==> config.mk <==
export PLATFORM = sky130hd
export DESIGN_NAME = tx_preamble_inserter
export DESIGN_NICKNAME = d
export VERILOG_FILES = /design/src/rtl/tx_preamble_inserter.sv
export SDC_FILE = /design/constraint.sdc
export NUM_CORES = 1
export LEC_CHECK = 0
export ABC_AREA = 1
export CAP_MARGIN = 20
export CELL_PAD_IN_SITES_DETAIL_PLACEMENT = 0
export CELL_PAD_IN_SITES_GLOBAL_PLACEMENT = 1
export CORE_AREA = 3 3 108 110
export DETAILED_ROUTE_END_ITERATION = 10
export DIE_AREA = 0 0 111 113
export PLACE_DENSITY_LB_ADDON = 0.25
export RECOVER_POWER = 25
export SLEW_MARGIN = 20
export SYNTH_ARGS = -nofsm -noshare
export SYNTH_HDL_FRONTEND = slang
export SYNTH_SLANG_ARGS = --single-unit
==> constraint.sdc <==
create_clock -name clk -period 1.8 [get_ports clk]
set_input_delay 0.36 -clock clk [delete_from_list [all_inputs] [get_ports clk]]
set_output_delay 0.36 -clock clk [all_outputs]
set_load 0.005 [all_outputs]
==> src/rtl/tx_preamble_inserter.sv <==
// tx_preamble_inserter: puts a PN7-derived QPSK preamble in front of each
// frame, forwards the payload symbols unchanged, and optionally appends a
// zero-valued guard interval.
// Optional feature macro: TX_GUARD_EN (guard interval after each frame).
// The output is a single registered valid/ready stage at 1 symbol/cycle.
module tx_preamble_inserter #(
   parameter int PREAMBLE_LEN = 32,
   parameter int GUARD_LEN    = 8
) (
   input  logic               clk,
   input  logic               rst,
   input  logic               s_axis_valid,
   output logic               s_axis_ready,
   input  logic signed [15:0] s_axis_i,
   input  logic signed [15:0] s_axis_q,
   input  logic               s_axis_sop,
   input  logic               s_axis_last,
   input  logic               s_axis_is_parity,
   output logic               m_axis_valid,
   input  logic               m_axis_ready,
   output logic signed [15:0] m_axis_i,
   output logic signed [15:0] m_axis_q,
   output logic               m_axis_sop,
   output logic               m_axis_last,
   output logic               m_axis_is_parity,
   output logic               m_axis_is_preamble,
   output logic [15:0]        drop_cnt
);

   localparam logic [6:0]         LFSR_SEED = 7'h7F;
   localparam logic signed [15:0] SYM_P     = 16'sh5A82;
   localparam logic signed [15:0] SYM_N     = 16'shA57E;
   localparam logic [7:0]         PRE_LAST  = 8'(PREAMBLE_LEN - 1);
`ifdef TX_GUARD_EN
   localparam logic [7:0]         GRD_LAST  = 8'(GUARD_LEN - 1);
`endif

   // Elaboration-time range checks on the length parameters.
   if (PREAMBLE_LEN < 1 || PREAMBLE_LEN > 256) begin : g_bad_pre_len
      $error("PREAMBLE_LEN must be in 1..256");
   end
   if (GUARD_LEN < 1 || GUARD_LEN > 256) begin : g_bad_grd_len
      $error("GUARD_LEN must be in 1..256");
   end

   typedef enum logic [1:0] {
      ST_IDLE     = 2'd0,
      ST_PREAMBLE = 2'd1,
`ifdef TX_GUARD_EN
      ST_PAYLOAD  = 2'd2,
      ST_GUARD    = 2'd3
`else
      ST_PAYLOAD  = 2'd2
`endif
   } state_t;

   state_t             state, state_nxt;
   logic [7:0]         cnt, cnt_nxt;
   logic [6:0]         lfsr, lfsr_src, lfsr_step;
   logic               out_ld;
   logic               lfsr_adv, drop_inc;
   logic               sym_vld, sym_sop, sym_last, sym_par, sym_pre;
   logic signed [15:0] sym_i, sym_q, pre_i, pre_q;

   // The output register is the single point of advance for every state.
   assign out_ld = !m_axis_valid || m_axis_ready;

   // In IDLE the generator always starts from the seed, so the first
   // preamble symbol can be loaded in the same cycle the sop is seen.
   // Each symbol consumes two LFSR bits: I = bit n, Q = bit n+1.
   assign lfsr_src  = (state == ST_IDLE) ? LFSR_SEED : lfsr;
   assign lfsr_step = {lfsr_src[4:0], lfsr_src[6] ^ lfsr_src[5], lfsr_src[5] ^ lfsr_src[4]};
   assign pre_i     = lfsr_src[6] ? SYM_P : SYM_N;
   assign pre_q     = lfsr_src[5] ? SYM_P : SYM_N;

   // State register.
   always_ff @(posedge clk) begin
      if (rst) state <= ST_IDLE;
      else     state <= state_nxt;
   end

   // Next state, input ready and the symbol to load into the output register.
   always_comb begin
      state_nxt    = state;
      cnt_nxt      = cnt;
      s_axis_ready = 1'b0;
      sym_vld      = 1'b0;
      sym_i        = '0;
      sym_q        = '0;
      sym_sop      = 1'b0;
      sym_last     = 1'b0;
      sym_par      = 1'b0;
      sym_pre      = 1'b0;
      lfsr_adv     = 1'b0;
      drop_inc     = 1'b0;
      case (state)
         ST_IDLE: begin
            // The sop beat is held back (not handshaked) so it becomes the
            // first payload symbol once the preamble is out.
            s_axis_ready = !(s_axis_valid && s_axis_sop);
            if (s_axis_valid && !s_axis_sop) begin
               drop_inc = 1'b1;
            end else if (s_axis_valid && s_axis_sop && out_ld) begin
               sym_vld  = 1'b1;
               sym_i    = pre_i;
               sym_q    = pre_q;
               sym_sop  = 1'b1;
               sym_pre  = 1'b1;
               lfsr_adv = 1'b1;
               cnt_nxt  = (PRE_LAST == 8'd0) ? 8'd0 : 8'd1;
               state_nxt = (PRE_LAST == 8'd0) ? ST_PAYLOAD : ST_PREAMBLE;
            end
         end
         ST_PREAMBLE: begin
            if (out_ld) begin
               sym_vld  = 1'b1;
               sym_i    = pre_i;
               sym_q    = pre_q;
               sym_pre  = 1'b1;
               lfsr_adv = 1'b1;
               if (cnt == PRE_LAST) begin
                  cnt_nxt   = 8'd0;
                  state_nxt = ST_PAYLOAD;
               end else begin
                  cnt_nxt = cnt + 8'd1;
               end
            end
         end
         ST_PAYLOAD: begin
            s_axis_ready = out_ld;
            if (out_ld && s_axis_valid) begin
               sym_vld = 1'b1;
               sym_i   = s_axis_i;
               sym_q   = s_axis_q;
               sym_par = s_axis_is_parity;
`ifdef TX_GUARD_EN
               sym_last = 1'b0;
               if (s_axis_last) begin
                  cnt_nxt   = 8'd0;
                  state_nxt = ST_GUARD;
               end
`else
               sym_last = s_axis_last;
               if (s_axis_last) begin
                  cnt_nxt   = 8'd0;
                  state_nxt = ST_IDLE;
               end
`endif
            end
         end
`ifdef TX_GUARD_EN
         ST_GUARD: begin
            if (out_ld) begin
               sym_vld = 1'b1;
               if (cnt == GRD_LAST) begin
                  sym_last  = 1'b1;
                  cnt_nxt   = 8'd0;
                  state_nxt = ST_IDLE;
               end else begin
                  cnt_nxt = cnt + 8'd1;
               end
            end
         end
`endif
         default: state_nxt = ST_IDLE;
      endcase
   end

   // Output register, symbol counter, LFSR and drop counter.
   always_ff @(posedge clk) begin
      if (rst) begin
         m_axis_valid       <= 1'b0;
         m_axis_i           <= '0;
         m_axis_q           <= '0;
         m_axis_sop         <= 1'b0;
         m_axis_last        <= 1'b0;
         m_axis_is_parity   <= 1'b0;
         m_axis_is_preamble <= 1'b0;
         cnt                <= 8'd0;
         lfsr               <= LFSR_SEED;
         drop_cnt           <= 16'd0;
      end else begin
         cnt <= cnt_nxt;
         if (lfsr_adv) lfsr <= lfsr_step;
         if (drop_inc && drop_cnt != 16'hFFFF) drop_cnt <= drop_cnt + 16'd1;
         if (out_ld) begin
            m_axis_valid <= sym_vld;
            if (sym_vld) begin
               m_axis_i           <= sym_i;
               m_axis_q           <= sym_q;
               m_axis_sop         <= sym_sop;
               m_axis_last        <= sym_last;
               m_axis_is_parity   <= sym_par;
               m_axis_is_preamble <= sym_pre;
            end
         end
      end
   end

endmodule

Word level (Yosys, flattened, before mapping) --
Index checks and enable logic that the tools add are counted.
Storage, ports and cells: flip-flop bits (word level) 70, output and inout bits 54, bits of input ports 39, logic and storage cells 79
Operators by class: reductions and logical operators 14, multiplexer cells 40, add/subtract/negate cells 2, equality and inequality tests 10, bitwise gates (word level) 2
Operators with widths (count):
- two-way mux 16 bit | 8
- case mux 16 bit (3 select lines) | 2
- two-way mux 8 bit | 6
- case mux 8 bit (3 select lines) | 1
- adder 16 x 1 -> 16 bit (second input constant) | 1
- != test 16 bit (second input constant) | 1
- two-way mux 2 bit | 6
- AND reduction 6 bit | 2
- two-way mux 1 bit | 11
- != test 2 bit (second input constant) | 5
- adder 8 x 1 -> 8 bit (second input constant) | 1
- equality test 8 x 5 -> 1 bit (second input constant) | 1
- two-way mux 7 bit | 1
- case mux 1 bit (2 select lines) | 3
- case mux 2 bit (3 select lines) | 1
- logical AND 1 bit | 5
- logical NOT 1 bit | 3
- case mux 1 bit (3 select lines) | 1
- nonzero test 3 bit | 1
- equality test 2 x 1 -> 1 bit (second input constant) | 1
- equality test 2 bit (second input constant) | 1
- logical NOT 2 bit | 1
- != test 2 x 1 -> 1 bit (second input constant) | 1
- AND reduction 2 bit | 1
- other kinds (2) | 3

Logic depth before layout (Yosys ltp) --
Gate-level depths: netlist of the first run.
depth after elaboration 7, depth in mapped cells 11, mapped depth without buffers 10

Worst setup path after synthesis of the first run --
OpenSTA, ideal clock, no wires.
kind reg-to-reg, from reg state[0], to reg cnt[5], clock period less this slack 1600 ps, cell stages (with the launch flop) 10, setup slack 200 ps, library setup time 111 ps, arrival 1489 ps, data required time 1689 ps, path buffers 1, path through dfxtp_1 inv_1 ha_1 nor2_1 nor2_1 nor2_2 buf_6 nand3_1 nand3_1 nor2_1
Between the ends: word-level cells in the longest chain between the ends 3, elaborated cells on any way between the ends 11, classes of those cells eq/ne (7); mux (1); reduce/logical (3)
RTL lines:
- from (decl) | line 57 | state_t state, state_nxt;
- from (signal assigned) | line 79 | else state <= state_nxt;
- equality test 2 bit, or another cell as far along | line 96 | case (state)
- != test 2 bit (no source line), or another cell as far along
- AND reduction 6 bit (no source line)
- to (signal assigned) | line 183 | cnt <= cnt_nxt;
- to (decl) | line 58 | logic [7:0] cnt, cnt_nxt;
Several ways; a longest one is shown, not always the timed one. A chain may end at the register's enable or synchronous reset.

Worst setup path after layout of the first run --
from reg drop_cnt[7], to out drop_cnt[7]
RTL lines:
- from (decl) | line 27 | output logic [15:0] drop_cnt
- from (signal assigned) | line 185 | if (drop_inc && drop_cnt != 16'hFFFF) drop_cnt <= drop_cnt + 16'd1;
No word-level cell between the ends.

==> reports/qor.csv, run 1 <==
stage,metric,value,unit
status,status,"complete, no violations",
min_path,min_path_cells,2,
floorplan,start_util,34.0,%
synthesis,synth_edf_count,0,
synthesis,ys.flop_type,dfxtp_1,
power,power_frac_seq,30.3,%
floorplan,row_count,38,
sta,holdWs,0.458,ns
synthesis,synth-warning-count,0,
synthesis,synth_commonest_cells,"nand2_1, nor2_1, dfxtp_1",
synthesis,yosysTopAreaCell,dfxtp_1,
cells_and_area,multi_input_area,2020,um2
power,p_switching,2.40,mW
floorplan,die_area,12500,um2
critical_path,crit_family,buffers and inverters,
sta,fin_skew,0.0108,ns
critical_path,ff2ff_path_depth,10,
cells_and_area,antenna_cells,0,
sta,finalSetupTns,0,ns
drt,drc,0,
clock_network,insertion_delay,0.35,ns
grt,grt_pass1_wl,16.8,mm
clock_network,cts_buffer_depth,2,
critical_path,cp_max_fo,5,
power,pwr-share-comb,44.7,%
critical_path,reg2reg_slack,0.13,ns
critical_path,setup.worst_path.start_class,flip-flop,
placed_design,port_buffers,92,
sta,setup_viol,0,
drt,wl_per_cell,12.3,um
clock_network,cts_made_buffers,9,
power,irDropWorstVdd,0.000775,V
synthesis,syn-num-nets,616,
drt,viasPerCell,4.57,
synthesis,synthTopCellsByArea,"dfxtp_1, nand2_1, nor2_1, nand3_1, a21oi_1",
placed_design,placedInstanceArea,4970,um2
drt,vias,3799,
synthesis,synth_async_sr_flop_share,0,%
synthesis,synth_area_per_cell,6.45,um2
drt,drtIter0Drc,158,
sta,report.final.slew_viol_count,0,
power,clock_power_share,25.1,%
critical_path,cp-end-kind,output port,
synthesis,synthesis.area,3670,um2
grt,antenna_found_initial,0,
cells_and_area,regArea,1410,um2
placed_design,hpwl,7.49,mm
critical_path,required,1.44,ns
sta,hold_violations,0,
synthesis,ys_seq_area_share,38.2,%
power,p_total,6.84,mW
min_path,hp-class,flip-flop to flip-flop,
cells_and_area,drive_gt1_share,12.1,%
critical_path,crit_buf_inv,1,
grt,grt_max_degree,41,
synthesis,synth_cell_type_count,27,
job,max_cap_violations,0,
synthesis,yosys.cell_count.top_type,nand2_1,
power,p_int,4.44,mW
synthesis,ys_ff_latch,70,
synthesis,postSynthCellCount,569,
drt,drt_wl_total,10.2,mm
power,powerDensity,1270,nW/um2
grt,grt_usage,16.2,%
sta,fmax,591,MHz
clock_network,cts_tree,yes,
clock_network,cts.sinks,70,
cells_and_area,final_area,5370,um2
drt,drtPass1Iterations,4,
clock_network,cts_root_buf,clkbuf_8,
cells_and_area,fillerInstances,1096,
floorplan,fp.dieH,113,um
placed_design,gp_congestion,0.824,
clock_network,htree_levels,3,
floorplan,io_pins,93,
power,switching_share,35.1,%
grt,grt_pass1_vias,3626,
synthesis,synth_top_area_share,38.2,%
clock_network,cts_hold_buf,0,
clock_network,clkTransAtPathRegs,0.08,ns
critical_path,crit_chain,clkdlybuf4s50_1,
drt,antenna_left,0,
grt,grt_remaining_overflow,0,
critical_path,slowest_stage,clkdlybuf4s50_1,
cells_and_area,fin_nets,734,
sta,tightest_slew,0.375,ns
sta,timing.slew.headroom,74.7,%
cells_and_area,area_growth,46.5,%
critical_path,crit_cells,1,
critical_path,worstSetupPathType,flip-flop to output port,
floorplan,core_area,10800,um2
critical_path,worst_ep_arrival_time,1.33,ns
power,p_leak,2.32,nW
sta,fin_crit,1.69,ns
sta,period_share,94.0,%
floorplan,die_w,111,um
critical_path,slowest_delay,0.54,ns
[routing by layer]
metal  vias up  track usage, %  wire, um
met5         -               0         0
met4         0            4.93       135
met3        10            4.01       415
met2        65            28.8      5130
met1      1709            19.3      4550
li1       2015               -         -
[power by group through the flow]
stage	clock (mW)	sequential [mW]	combinational (mW)
finish	1.71	2.07	3.05
floorplan	0	2.09	1.56
detailed placement	0	2.10	2.83
global placement	0	2.09	2.79
global route	1.82	2.11	3.43
CTS	1.76	2.07	2.90
[what timing repair did]
action                     CTS  global route
hold endpoints to repair     0             0
setup buffers                2             0
setup endpoints to repair    1            42
gates cloned                 0             1
resized for setup           14            13
pin swaps                    2             2
[kinds of logic (layout without fill, tap and decap cells)]
group / after synthesis / after routing / synth area share [%]
buffers and inverters: 77 / 200 / 9.18
xor gates and xnor gates: 9 / 9 / 2.15
and+or+nand+nor: 344 / 344 / 39.0
DFF: 70 / 70 / 38.2
AOI/OAI and AO/OA: 61 / 61 / 8.73
adders and majority gates: 8 / 8 / 2.73
[layout make-up]
class,instances,share of cell area (%)
multi-input combinational,422,37.5
tap,140,3.26
clock inverter,6,2.47
clock buffer,10,2.56
sequential,70,26.2
timing repair buffer,131,24.3
inverter,53,3.70
[stage by stage]
step / util [%] / worst slack (ns) / instances
global route: 49.8 / -0.00609 / 832
CTS: 49.0 / 0.0321 / 831
floorplan: - / 0.200 / 569
global placement: 46.1 / -0.184 / 813
detailed placement: 46.1 / -0.200 / 813
finish: 49.8 / 0.109 / 832
[worst paths after layout]
kind	start	to
max reg2reg	state[1]	m_axis_i[7]
max	drop_cnt[7]	drop_cnt[7]
min reg2reg	m_axis_i[0]	m_axis_i[0]
min	m_axis_i[0]	m_axis_i[0]
[sequential cells by signal (all words and copies together), names as in the netlist]
signal / count
cnt: 8
drop_cnt: 16
lfsr: 7
m_axis_i: 16
m_axis_is_parity: 1
m_axis_is_preamble: 1
m_axis_last: 1
m_axis_q: 16
m_axis_sop: 1
m_axis_valid: 1
state: 2
[layout by cell type, fill, tap and decap left out, drive strengths merged, types with 6 or more instances in the layout]
| cell type | n |
|---|---|
| xor2 | 6 |
| nor2 | 81 |
| nand2 | 202 |
| buf | 39 |
| clkbuf | 11 |
| dfxtp | 70 |
| inv | 53 |
| nand3 | 50 |
| o21ai | 13 |
| a21oi | 46 |
| clkdlybuf4s50 | 90 |
| ha | 8 |
| nand4 | 8 |
Power figures use the tool's default switching activity.
==> run 2: changes to the inputs <==
Settings changed: PLACE_DENSITY_LB_ADDON 0.25 to 0.1.
==> run 2 against run 1 <==
Compared with the run above:
- clock-buffer cell count decreased by 1
- total power down 11%
- register-to-register slack got worse by 0.02 ns
- global-route usage rose by 0.56 points
- hold slack improved by 0.00063 ns
- clock skew grew 0.0051 ns
- non-clock buffer count decreased by 1
- combinational power decreased by 6%
- maximum frequency decreased by 1.4%
- worst setup slack worse by 0.023 ns
- sequential share of layout area up 0.85 points
- highest routed layer unchanged
==> reports/qor.csv, run 2 (same netlist as run 1, synthesis figures left out) <==
stage,metric,value,unit,change
status,status,"complete, no violations",,
power,p_leak,2.33,nW,+0.32%
critical_path,ff2ff_path_depth,10,,unchanged
critical_path,worstReg2RegStart,state[1],,
cells_and_area,multi_input_area,1980,um2,-1.6%
min_path,min_from,m_axis_i[5],,
critical_path,worstSetupPathType,flip-flop to output port,,
drt,drtPass1Iterations,6,,+2
power,irDropWorstVdd,0.000617,V,-20%
drt,drtIter0Drc,156,,-1.3%
critical_path,worst_ep_arrival_time,1.35,ns,+0.02 ns
clock_network,cts_hold_buf,0,,unchanged
sta,fin_crit,1.71,ns,+0.0234 ns
floorplan,fp.dieH,113,um,unchanged
sta,fmax,583,MHz,-1.4%
drt,wl_per_cell,12.5,um,+2.0%
clock_network,cts_made_buffers,9,,unchanged
floorplan,core_area,10800,um2,unchanged
floorplan,io_pins,93,,unchanged
sta,timing.slew.headroom,78.7,%,+4.0 points
critical_path,cp-end-kind,output port,,
clock_network,clkTransAtPathRegs,0.08,ns,about the same
sta,fin_skew,0.0158,ns,+0.00509 ns
grt,grt_pass1_wl,17.2,mm,+2.7%
cells_and_area,layout_common_cells,"nand2_1, nor2_1, dfxtp_1",,
cells_and_area,antenna_cells,0,,unchanged
critical_path,setup.worst_path.start_class,flip-flop,,
floorplan,row_count,38,,unchanged
cells_and_area,drive_gt1_share,11.4,%,-0.69 points
placed_design,port_buffers,92,,unchanged
placed_design,gp_congestion,0.841,,+2.0%
drt,antenna_left,0,,unchanged
sta,report.final.slew_viol_count,0,,unchanged
min_path,min_path_cells,2,,unchanged
clock_network,insertion_delay,0.35,ns,about the same
drt,vias,3796,,-0.079%
floorplan,die_w,111,um,unchanged
drt,drc,0,,unchanged
drt,drt_wl_total,10.4,mm,+1.8%
drt,viasPerCell,4.57,,+0.16%
cells_and_area,final_area,5190,um2,-3.3%
cells_and_area,fin_nets,733,,-0.14%
job,max_cap_violations,0,,unchanged
min_path,hp-class,flip-flop to flip-flop,,
placed_design,placedInstanceArea,4960,um2,-0.25%
placed_design,dpl.cell_count,813,,unchanged
clock_network,cts_root_buf,clkbuf_8,,
clock_network,cts.sinks,70,,unchanged
grt,antenna_found_initial,0,,unchanged
critical_path,r2r-end,cnt[0],,
critical_path,cp_max_fo,4,,-1
min_path,whs_endpoint,m_axis_i[5],,
grt,grt_remaining_overflow,0,,unchanged
sta,rsz0062_at_grt,true,,
cells_and_area,regArea,1400,um2,-0.18%
sta,period_share,95.3,%,+1.3 points
critical_path,reg2reg_slack,0.11,ns,-0.02 ns
sta,tightest_slew,0.318,ns,-0.0569 ns
sta,setup_viol,0,,unchanged
cells_and_area,final_core_util,48.1,%,-1.7 points
cells_and_area,fillerInstances,1130,,+3.1%
cells_and_area,largestRegisters,"drop_cnt (16), m_axis_i (16), m_axis_q (16)",,
cells_and_area,final_common_cell,nand2_1,,
grt,grt_usage,16.8,%,+0.56 points
power,powerDensity,1170,nW/um2,-8.4%
grt,grt_pass1_vias,3554,,-2.0%
grt,grt_max_degree,33,,-20%
floorplan,die_area,12500,um2,unchanged
critical_path,required,1.44,ns,about the same
clock_network,cts_tree,yes,,
cells_and_area,final_cells,830,,-0.24%
placed_design,hpwl,7.59,mm,+1.3%
clock_network,cts_buffer_depth,2,,unchanged
clock_network,htree_levels,3,,unchanged
sta,hold_violations,0,,unchanged
cells_and_area,area_growth,41.6,%,
floorplan,start_util,34.0,%,unchanged
==> run 2: cell count changes in the layout (fill, tap and decap cells not counted), moves of 2 or more <==
cell             delta
clkdlybuf4s50_1    -26
dlygate4sd3_1      +26
bufinv_16           -4
clkinv_2            +2
clkinv_4            +2
nand2_2             +2
nand2_4             -2
==> run 2: metal layers <==
layer  wire [um]  track usage (%)
met5           0                0
met4         129             5.58
met3         359             2.83
met2        4910             28.2
met1        5010             21.9
==> run 2: critical path, cell delays in order, from the launching register on <==
cell and delay, ns:
dfxtp_1 0.32, inv_2 0.14, ha_4 0.18, nand2_1 0.07, o22ai_1 0.15, buf_2 0.14
==> run 2: layout make-up <==
type	count	area share [%]
Clock buffer	9	2.39
Clock inverter	6	0.771
Inverter	53	3.83
Multi-Input combinational cell	422	38.2
Sequential cell	70	27.0
Tap cell	140	3.37
Timing Repair Buffer	130	24.4
==> run 2: power by group <==
group / internal [mW] / switching (mW) / total, mW / leakage (nW)
Sequential: 1.88 / 0.191 / 2.07 / 0.570
Clock: 0.490 / 0.630 / 1.12 / 0.0848
Combinational: 1.32 / 1.54 / 2.87 / 1.67
==> run 2: how the worst max path moves through the flow <==
stage / start / slack [ns] / cells past startpoint / end
after CTS: state[1] / 0.008 / 10 / cnt[7]
final: state[0] / 0.09 / 5 / s_axis_ready
after global routing: state[1] / -0.06 / 11 / cnt[4]
after global placement: m_axis_ready / -0.26 / 6 / s_axis_ready
after floorplan: state[0] / 0.20 / 9 / cnt[5]
after detailed placement: m_axis_ready / -0.25 / 6 / s_axis_ready
==> run 2: repair_timing <==
action | CTS | global route
gates resized for setup | 14 | 6
setup endpoints to repair | 4 | 52
setup buffers | 2 | 0
pin swaps | 1 | 1
==> run 2: through the flow <==
stage | TNS, ns | hold WS (ns) | power (mW) | setup WS, ns
after floorplan | 0 | 0.430 | 3.65 | 0.200
after global placement | -5.99 | 0.445 | 4.90 | -0.256
after detailed placement | -6.67 | 0.445 | 4.92 | -0.253
after CTS | 0 | 0.462 | 6.16 | 0.00771
after global routing | -0.0854 | 0.474 | 6.57 | -0.0591
final | 0 | 0.458 | 6.05 | 0.0855
==> run 3: changes to the inputs <==
Settings changed: CORE_AREA 3 3 108 110 to 4 4 106 108, DIE_AREA 0 0 111 113 to 0 0 110 112.
Clock period 1.8 ns to 2.2 ns, I/O delays scaled along.
==> run 3 against run 2 <==
Compared with the run above:
- clock-buffer cell count up 2
- total power down 16%
- first-iteration DRC count up 0.64%
- highest routed layer unchanged
- register-to-register slack better by 0.23 ns
- cell area down 2.9%
- die area down 1.8%
- utilization up 1.2 points
- via count down 2.6%
- largest cell class unchanged
- sequential cell count unchanged
- worst setup slack better by 0.16 ns
- sequential share of layout area up 0.77 points
==> reports/qor.csv, run 3 (same netlist as run 1, synthesis figures left out) <==
stage,metric,value,unit,change
job,max_cap_violations,0,,unchanged
grt,grt_usage,17.0,%,+0.24 points
floorplan,die_area,12300,um2,-1.8%
clock_network,htree_levels,3,,unchanged
clock_network,insertion_delay,0.35,ns,about the same
drt,wl_per_cell,12.6,um,+0.44%
grt,antenna_found_initial,0,,unchanged
critical_path,worst_ep_arrival_time,1.52,ns,+0.17 ns
cells_and_area,antenna_cells,0,,unchanged
clock_network,cts_made_buffers,9,,unchanged
placed_design,hpwl,7.34,mm,-3.3%
critical_path,cp-end-kind,output port,,
clock_network,post-cts-setup-buffer-count,0,,-2
critical_path,worstSetupPathType,flip-flop to output port,,
cells_and_area,layout_common_cells,"nand2_1, nor2_1, dfxtp_1",,
critical_path,crit_chain,inv_2 -> ha_2 -> inv_1 -> o22ai_1 -> dlygate4sd2_1,,
critical_path,ff2ff_path_depth,10,,unchanged
clock_network,cts_root_buf,clkbuf_8,,
sta,fmax,511,MHz,
cells_and_area,final_common_cell,nand2_1,,
floorplan,die_w,110,um,-0.90%
clock_network,cts_tree,yes,,
sta,setup_ws,0.242,ns,+0.156 ns
cells_and_area,fillerInstances,1068,,-5.5%
placed_design,placedInstanceArea,4790,um2,-3.4%
placed_design,port_buffers,92,,unchanged
drt,drc,0,,unchanged
critical_path,slowest_stage,dfxtp_1,,
sta,hold_violations,0,,unchanged
critical_path,crit_buf_inv,3,,+1
sta,report.final.slew_viol_count,0,,unchanged
sta,fin_skew,0.00886,ns,-0.00699 ns
power,p_leak,2.26,nW,-3.0%
sta,holdWs,0.458,ns,+0.0000630 ns
sta,finalSetupTns,0,ns,unchanged
critical_path,crit_family,buffers and inverters,,
sta,period_share,89.0,%,
sta,tightest_slew,0.456,ns,+0.137 ns
placed_design,gp_congestion,0.810,,-3.7%
sta,setup_viol,0,,unchanged
critical_path,required,1.76,ns,+0.32 ns
min_path,hp-class,flip-flop to flip-flop,,
clock_network,cts_buffer_depth,2,,unchanged
power,irDropWorstVdd,0.000521,V,-16%
cells_and_area,final_cells,808,,-2.7%
cells_and_area,final_area,5040,um2,-2.9%
status,status,"complete, no violations",,
drt,drtIter0Drc,157,,+0.64%
power,powerDensity,1010,nW/um2,-14%
min_path,min_path_cells,2,,unchanged
cells_and_area,final_core_util,49.3,%,+1.2 points
clock_network,cts.sinks,70,,unchanged
floorplan,io_pins,93,,unchanged
cells_and_area,drive_gt1_share,7.44,%,-4.0 points
drt,drtPass1Iterations,4,,-2
clock_network,clkTransAtPathRegs,0.07,ns,about the same
sta,fin_crit,1.96,ns,
cells_and_area,area_growth,37.5,%,
cells_and_area,fin_nets,714,,-2.6%
grt,grt_pass1_wl,16.8,mm,-2.7%
floorplan,fp.dieH,112,um,-0.88%
floorplan,start_util,35.8,%,+1.9 points
critical_path,setup.worst_path.start_class,flip-flop,,
sta,timing.slew.headroom,69.6,%,-9.1 points
critical_path,crit_cells,5,,unchanged
sta,rsz0062_at_grt,false,,
grt,grt_max_degree,39,,+18%
grt,grt_remaining_overflow,0,,unchanged
grt,grt_pass1_vias,3472,,-2.3%
critical_path,cp_max_fo,5,,+1
placed_design,dpl_worst_slack,-0.0321,ns,+0.221 ns
drt,antenna_left,0,,unchanged
critical_path,slowest_delay,0.41,ns,+0.09 ns
floorplan,row_count,37,,-2.6%
drt,viasPerCell,4.58,,about the same
floorplan,core_area,10200,um2,-5.2%
drt,vias,3698,,-2.6%
cells_and_area,largestRegisters,"drop_cnt (16), m_axis_i (16), m_axis_q (16)",,
drt,drt_wl_total,10.2,mm,-2.2%
placed_design,dpl.cell_count,792,,-2.6%
power,p_total,5.07,mW,-16%
==> run 3: cell count changes in the layout (fill, tap and decap cells not counted), sizes merged, moves of 2 or more <==
cell,before,now
clkinv,5,0
buf,39,19
bufinv,0,3
clkbuf,9,11
==> run 3: worst paths after layout <==
kind	from	end	slack [ns]
worst max-delay path	state[0]	s_axis_ready	0.24
worst min-delay path	lfsr[0]	lfsr[0]	0.46
worst max register to register	state[0]	m_axis_q[1]	0.34
worst min register to register	lfsr[0]	lfsr[0]	0.46
==> run 3: power breakdown <==
part	switching [mW]	internal (mW)	leakage (nW)
combinational	1.18	0.879	1.56
clock	0.499	0.815	0.122
sequential	0.164	1.53	0.570
==> run 3: what timing repair did <==
item / in CTS / in global routing
resized for setup: 4 / 0
endpoints found under the setup margin: 1 / 0
hold buffers: 0 / 0
==> run 3: layout make-up <==
class | count | area (um2) | share of cell area, %
clock inverters | 5 | 105 | 2.08
flip-flops and latches | 70 | 1400 | 27.8
well taps | 136 | 170 | 3.37
inverters | 53 | 199 | 3.94
clock buffers | 11 | 151 | 3.00
repair buffers | 111 | 1090 | 21.6
multi-input cells | 422 | 1930 | 38.3
==> run 3: layer usage <==
metal	global-route usage, %	wire length (um)	share of wire [%]
met1	23.0	4860	48
met4	4.82	122	1.2
met5	0	0	0
met2	26.7	4750	47
met3	4.17	450	4.4
==> run 3: worst register-to-register path: cells and delay by family (launching register included) <==
kind / cells / cell delay (ns)
fa+ha+maj: 1 / 0.21
simple gates: 6 / 0.62
flops: 1 / 0.41
buf+inv: 3 / 0.53
